$ cat src/rtl/sync_fifo_ctrl.sv
// -----------------------------------------------------------------------------
// sync_fifo_ctrl
//
// Single-clock FIFO with storage, pointer control and status in one block.
// Occupancy is tracked by an explicit counter; the pointers are only used
// for addressing and are never compared with each other.
//
// Parameters
//   DATA_WIDTH  width of each stored word
//   DEPTH       number of entries (power of two, >= 2)
//   AF_THRESH   ALMOST_FULL  when occupancy >= AF_THRESH (1..DEPTH)
//   AE_THRESH   ALMOST_EMPTY when occupancy <= AE_THRESH (0..DEPTH-1)
//
// Ports
//   CLK           clock, everything on the rising edge
//   RST           synchronous active-low reset
//   WR_EN/WR_DATA write request and data
//   RD_EN         read request
//   RD_DATA       registered read data, holds when no read is accepted
//   RD_VALID      one-cycle strobe, RD_DATA was loaded at the last edge
//   FULL/EMPTY    occupancy == DEPTH / occupancy == 0
//   ALMOST_FULL   occupancy >= AF_THRESH
//   ALMOST_EMPTY  occupancy <= AE_THRESH
//   COUNT         occupancy 0..DEPTH
//   OVERFLOW      sticky, a write was dropped
//   UNDERFLOW     sticky, a read was dropped
//   CLR_ERR       clears OVERFLOW/UNDERFLOW (a same-cycle set wins)
//
// All outputs come straight from flops. Status flags are computed from the
// next occupancy so they change on the same edge as COUNT.
// -----------------------------------------------------------------------------
module sync_fifo_ctrl #(
    parameter int DATA_WIDTH = 8,
    parameter int DEPTH      = 8,
    parameter int AF_THRESH  = 6,
    parameter int AE_THRESH  = 2,
    localparam int ADDR_WIDTH = $clog2(DEPTH)
) (
    input  logic                  CLK,
    input  logic                  RST,
    input  logic                  WR_EN,
    input  logic [DATA_WIDTH-1:0] WR_DATA,
    input  logic                  RD_EN,
    output logic [DATA_WIDTH-1:0] RD_DATA,
    output logic                  RD_VALID,
    output logic                  FULL,
    output logic                  EMPTY,
    output logic                  ALMOST_FULL,
    output logic                  ALMOST_EMPTY,
    output logic [ADDR_WIDTH:0]   COUNT,
    output logic                  OVERFLOW,
    output logic                  UNDERFLOW,
    input  logic                  CLR_ERR
);

    // Threshold constants sized to the occupancy counter.
    localparam logic [ADDR_WIDTH:0] DEPTH_C = (ADDR_WIDTH + 1)'(DEPTH);
    localparam logic [ADDR_WIDTH:0] AF_C    = (ADDR_WIDTH + 1)'(AF_THRESH);
    localparam logic [ADDR_WIDTH:0] AE_C    = (ADDR_WIDTH + 1)'(AE_THRESH);
    localparam logic [ADDR_WIDTH:0] ZERO_C  = (ADDR_WIDTH + 1)'(0);

    // Status decode helpers, shared by the next-state logic and the reset values.
    function automatic logic is_full(input logic [ADDR_WIDTH:0] cnt);
        return (cnt == DEPTH_C);
    endfunction

    function automatic logic is_empty(input logic [ADDR_WIDTH:0] cnt);
        return (cnt == ZERO_C);
    endfunction

    function automatic logic is_almost_full(input logic [ADDR_WIDTH:0] cnt);
        return (cnt >= AF_C);
    endfunction

    function automatic logic is_almost_empty(input logic [ADDR_WIDTH:0] cnt);
        return (cnt <= AE_C);
    endfunction

    // Storage: deliberately not reset.
    logic [DATA_WIDTH-1:0] mem_array [DEPTH];

    logic [ADDR_WIDTH-1:0] wr_ptr_q, wr_ptr_d;
    logic [ADDR_WIDTH-1:0] rd_ptr_q, rd_ptr_d;
    logic [ADDR_WIDTH:0]   count_q, count_d;
    logic [DATA_WIDTH-1:0] rd_data_q, rd_data_d;
    logic                  rd_valid_q, rd_valid_d;
    logic                  full_q, full_d;
    logic                  empty_q, empty_d;
    logic                  almost_full_q, almost_full_d;
    logic                  almost_empty_q, almost_empty_d;
    logic                  overflow_q, overflow_d;
    logic                  underflow_q, underflow_d;

    logic                  rd_acc_s;
    logic                  wr_acc_s;
    logic [DATA_WIDTH-1:0] rd_word_s;

    // Accept decisions; a write into a full FIFO is allowed only when a read
    // frees a slot on the same edge.
    always_comb begin
        rd_acc_s  = RD_EN & ~empty_q;
        wr_acc_s  = WR_EN & (~full_q | rd_acc_s);
        rd_word_s = mem_array[rd_ptr_q];
    end

    // Pointer and occupancy next-state.
    always_comb begin
        wr_ptr_d = wr_ptr_q;
        rd_ptr_d = rd_ptr_q;
        if (wr_acc_s) begin
            wr_ptr_d = wr_ptr_q + ADDR_WIDTH'(1);
        end else begin
            wr_ptr_d = wr_ptr_q;
        end
        if (rd_acc_s) begin
            rd_ptr_d = rd_ptr_q + ADDR_WIDTH'(1);
        end else begin
            rd_ptr_d = rd_ptr_q;
        end
        count_d = count_q + (ADDR_WIDTH + 1)'(wr_acc_s) - (ADDR_WIDTH + 1)'(rd_acc_s);
    end

    // Read port next-state; data holds when nothing is read.
    always_comb begin
        rd_data_d  = rd_data_q;
        rd_valid_d = rd_acc_s;
        if (rd_acc_s) begin
            rd_data_d = rd_word_s;
        end else begin
            rd_data_d = rd_data_q;
        end
    end

    // Status flags from the next occupancy so they line up with COUNT.
    always_comb begin
        full_d         = is_full(count_d);
        empty_d        = is_empty(count_d);
        almost_full_d  = is_almost_full(count_d);
        almost_empty_d = is_almost_empty(count_d);
    end

    // Sticky error flags; a new error beats a clear on the same edge.
    always_comb begin
        overflow_d  = overflow_q;
        underflow_d = underflow_q;
        if (WR_EN & ~wr_acc_s) begin
            overflow_d = 1'b1;
        end else if (CLR_ERR) begin
            overflow_d = 1'b0;
        end else begin
            overflow_d = overflow_q;
        end
        if (RD_EN & empty_q) begin
            underflow_d = 1'b1;
        end else if (CLR_ERR) begin
            underflow_d = 1'b0;
        end else begin
            underflow_d = underflow_q;
        end
    end

    // Control and status registers with synchronous active-low reset.
    always_ff @(posedge CLK) begin
        if (!RST) begin
            wr_ptr_q       <= '0;
            rd_ptr_q       <= '0;
            count_q        <= ZERO_C;
            rd_data_q      <= '0;
            rd_valid_q     <= 1'b0;
            full_q         <= is_full(ZERO_C);
            empty_q        <= is_empty(ZERO_C);
            almost_full_q  <= is_almost_full(ZERO_C);
            almost_empty_q <= is_almost_empty(ZERO_C);
            overflow_q     <= 1'b0;
            underflow_q    <= 1'b0;
        end else begin
            wr_ptr_q       <= wr_ptr_d;
            rd_ptr_q       <= rd_ptr_d;
            count_q        <= count_d;
            rd_data_q      <= rd_data_d;
            rd_valid_q     <= rd_valid_d;
            full_q         <= full_d;
            empty_q        <= empty_d;
            almost_full_q  <= almost_full_d;
            almost_empty_q <= almost_empty_d;
            overflow_q     <= overflow_d;
            underflow_q    <= underflow_d;
        end
    end

    // Storage write; suppressed while reset is asserted.
    always_ff @(posedge CLK) begin
        if (RST && wr_acc_s) begin
            mem_array[wr_ptr_q] <= WR_DATA;
        end
    end

    assign RD_DATA      = rd_data_q;
    assign RD_VALID     = rd_valid_q;
    assign FULL         = full_q;
    assign EMPTY        = empty_q;
    assign ALMOST_FULL  = almost_full_q;
    assign ALMOST_EMPTY = almost_empty_q;
    assign COUNT        = count_q;
    assign OVERFLOW     = overflow_q;
    assign UNDERFLOW    = underflow_q;

endmodule

$ cat config.mk
export PLATFORM = sky130hd
export DESIGN_NAME = sync_fifo_ctrl
export DESIGN_NICKNAME = d
export VERILOG_FILES = /design/src/rtl/sync_fifo_ctrl.sv
export SDC_FILE = /design/constraint.sdc
export NUM_CORES = 1
export LEC_CHECK = 0
export CORE_ASPECT_RATIO = 1.75
export CORE_MARGIN = 4
export CORE_UTILIZATION = 25
export DETAILED_ROUTE_END_ITERATION = 10
export MAX_ROUTING_LAYER = met4
export SLEW_MARGIN = 10
export SYNTH_ARGS = -nofsm -noshare
export SYNTH_HDL_FRONTEND = slang
export SYNTH_SLANG_ARGS = --single-unit
$ cat constraint.sdc
create_clock -name CLK -period 4.65 [get_ports CLK]
set_clock_uncertainty 0.05 [all_clocks]
set_input_delay 0.6975 -clock CLK [delete_from_list [all_inputs] [get_ports CLK]]
set_output_delay 0.6975 -clock CLK [all_outputs]
set_load 0.05 [all_outputs]
==> summary.md <==
| Metric | Value |
|---|---|
| Worst Hold Path Cells | `2` |
| R2R depth | `11` |
| Leak | `0.001426 uW` |
| Crit. End Element | `flip-flop` |
| Number of synthesized register bits | `89` |
| F_max | `308.3 MHz` |
| Met2 Track Usage GR | `16.77%` |
| ANT cells | `0` |
| Synth cell types | `37` |
| Antenna violations before repair | `0` |
| Post-DR wirelength/cell | `15.99 um` |
| Pwr/cell area | `566.7 nW/um2` |
| Largest stage delay, worst path | `440 ps` |
| Die X | `98.60 um` |
| Buffers on Ports | `31` |
| Final core utilization | `31.13%` |
| Share of the synthesized area in the top cell type | `53.52%` |
| Worst IR Drop VDD | `0.0004487 V` |
| Synth Net Count | `263` |
| CTS sink cnt | `89` |
| Final worst path period need | `3243 ps` |
| Gr usage total | `9.635%` |
| Slew Limit Fails | `0` |
| Kind of critical path | `in -> reg` |
| Worst rel slew slack | `31.59%` |
| Slew @ Worst Pin | `1026 ps` |
| Slack of the critical path | `1407 ps` |
| EDFF count, synth | `64` |
| Leading cell type by number of instances after synthesis | `edfxtp_1` |
| Die Y-Extent | `166.5 um` |
| Clock buffer count from CTS | `9` |
| Grt met3 use | `1.884%` |
| CP startpoint kind | `input port` |
| Largest cells by area after synthesis | `edfxtp_1, dfxtp_1, mux2i_1` |
| RSZ-0062 raised after global routing | `no` |
| DR iter-0 viols | `104` |
| Vias | `2042` |
| Critical Path Slowest Stage Cell | `clkdlybuf4s50_1` |
| Mapped cell area | `3591 um2` |
| Buf+Inv Stages, Crit Path | `4` |
| Clock transition at path regs | `60 ps` |
| Hold Vio Cnt, Final | `0` |
| Largest net degree at the start of global routing | `35` |
| Setup TNS Final | `0 ps` |
| Outcome | `complete, no violations` |
| Post-Syn Area per Cell | `14.78 um2` |
| Seq/Total Area, Yosys | `67.46%` |
| Filler cells | `1420` |
| Top FF cell, synth | `edfxtp_1` |
| First-pass GRT wire length | `11590 um` |
| Num ports | `32` |
| Final net count | `296` |
| Max FO, Critical Path | `15` |
| Vias per cell | `4.459` |
| H-tree levels | `3` |
| Gr busiest metal | `met2` |
| Vias in the first global route | `2202` |
| # DRC | `0` |
| Layout Area Growth over Synthesis | `21.18%` |
| Max cap viols | `0` |
| CP top delay family | `adder cells` |
| R2r setup slk | `1790 ps` |
| Cells along the critical path | `clkdlybuf4s50_1, nand2b_2, inv_2, o21ai_4, ha_1, inv_1, ha_1, inv_1, fa_1, xnor2_1, and2_1, a221oi_2` |
| Root Driver | `clkbuf_16` |
| Final HPWL DP | `5026 um` |
| Share of cells above drive strength 1 | `9.964%` |
| CP Data Arrival Time | `3400 ps` |
| CTS-repair resized insts | `0` |
| DRT antenna net count | `0` |
| Critical Path Stages | `12` |
| Grt total ovfl | `0` |
| Setup WS pre-CTS | `1053 ps` |
| Num rows | `57` |
| GPL Wtd Cong | `0.7648` |
| Hold Crit Class | `reg -> reg` |
| Met1 GRT Util | `10.01%` |
| Latest clock arrival within the worst-skew pair | `330 ps` |
| Final worst-path cycle share | `69.75%` |
| Commonest cells in the netlist | `edfxtp_1, mux2i_1, dfxtp_1` |
| Synth async-reset ratio | `0%` |
| Total wire length | `7322 um` |
| Final setup viols | `0` |
| Ys Warns | `0` |
| Crit path required time | `4810 ps` |
| Die ar. | `16420 um2` |
| Initial Util | `25.69%` |
| Yosys top cell by area | `edfxtp_1` |
| Cells after synthesis | `243` |
| Drt first pass iters | `4` |
| Clock Path Buffers | `2` |
| Core area | `13980 um2` |
| CTS tree | `done` |
| Setup Fix Bufs, Post-CTS | `0` |
| # hold bufs at CTS | `0` |
cell usage in the layout (no fill, tap or decap), types with 2 or more instances in the layout:
master / n
clkinvlp_4: 3
nor4_1: 2
a22oi_1: 17
and2_1: 10
clkbuf_16: 9
mux2i_1: 33
nor2b_1: 6
ha_1: 6
edfxtp_1: 64
xnor2_1: 6
clkbuf_1: 2
nor3_2: 4
clkdlybuf4s50_1: 31
a21oi_1: 8
inv_1: 8
nand2_1: 5
o211ai_1: 2
dfxtp_1: 24
buf_4: 3
o21ai_0: 8
nor2_1: 11
metrics by stage:
step / area, um2 / instances / hold WS (ps) / total power, uW
floorplan: 3591 / 243 / 430.3 / 1607
global placement: 4063 / 442 / 442.3 / 1783
detailed placement: 4063 / 442 / 455.9 / 1802
CTS: 4352 / 458 / 464.7 / 2494
global route: 4352 / 458 / 517.9 / 2584
finish: 4352 / 458 / 462.4 / 2466
worst paths after layout:
kind / from / end
max reg2reg: EMPTY / ALMOST_EMPTY
max: RD_EN / ALMOST_EMPTY
min reg2reg: rd_ptr_q[1] / rd_ptr_q[1]
min: rd_ptr_q[1] / rd_ptr_q[1]
state kept, by name, indices dropped and copies added, names as in the netlist:
name and flops:
rd_ptr_q 3, RD_DATA 8, COUNT 4, wr_ptr_q 3, OVERFLOW 1, ALMOST_EMPTY 1, mem_array 64, UNDERFLOW 1
RD_VALID 1, EMPTY 1, FULL 1, ALMOST_FULL 1
worst register-to-register path, stage by stage (launching register included):
cell	delay, ps
dfxtp_1	360
nand2b_2	330
inv_2	200
o21ai_4	290
ha_1	280
inv_1	60
ha_1	160
inv_1	60
fa_1	380
xnor2_1	310
and2_1	210
a221oi_2	40
routing by layer:
layer	vias up	part of all wire (%)
met4	0	2.4
met5	-	0
li1	973	-
met2	47	55
met3	12	2.8
met1	1010	40
cell type report:
class	count	area, um2	share of cell area [%]
Clock inverter	5	56.30	1.294
Multi-Input combinational cell	133	1051	24.15
Inverter	9	33.78	0.7763
Clock buffer	11	232.7	5.348
Timing Repair Buffer	34	332.8	7.648
Sequential cell	89	2424	55.69
Tap cell	177	221.5	5.089
where the power goes:
group | total [uW] | switching [uW] | internal (uW)
clock network | 687 | 273 | 414
logic | 743 | 442 | 301
registers | 1040 | 98.5 | 938
total | 2470 | 814 | 1650
logic make-up after synthesis:
logic type      share of synthesized area (%)
flops                                   67.46
buf+inv                                 3.832
mux                                     9.199
simple gates                            6.307
fa+ha+maj                               2.648
xor+xnor                                1.916
compound gates                          8.641
Note: power is estimated with default switching activity, not from simulation.
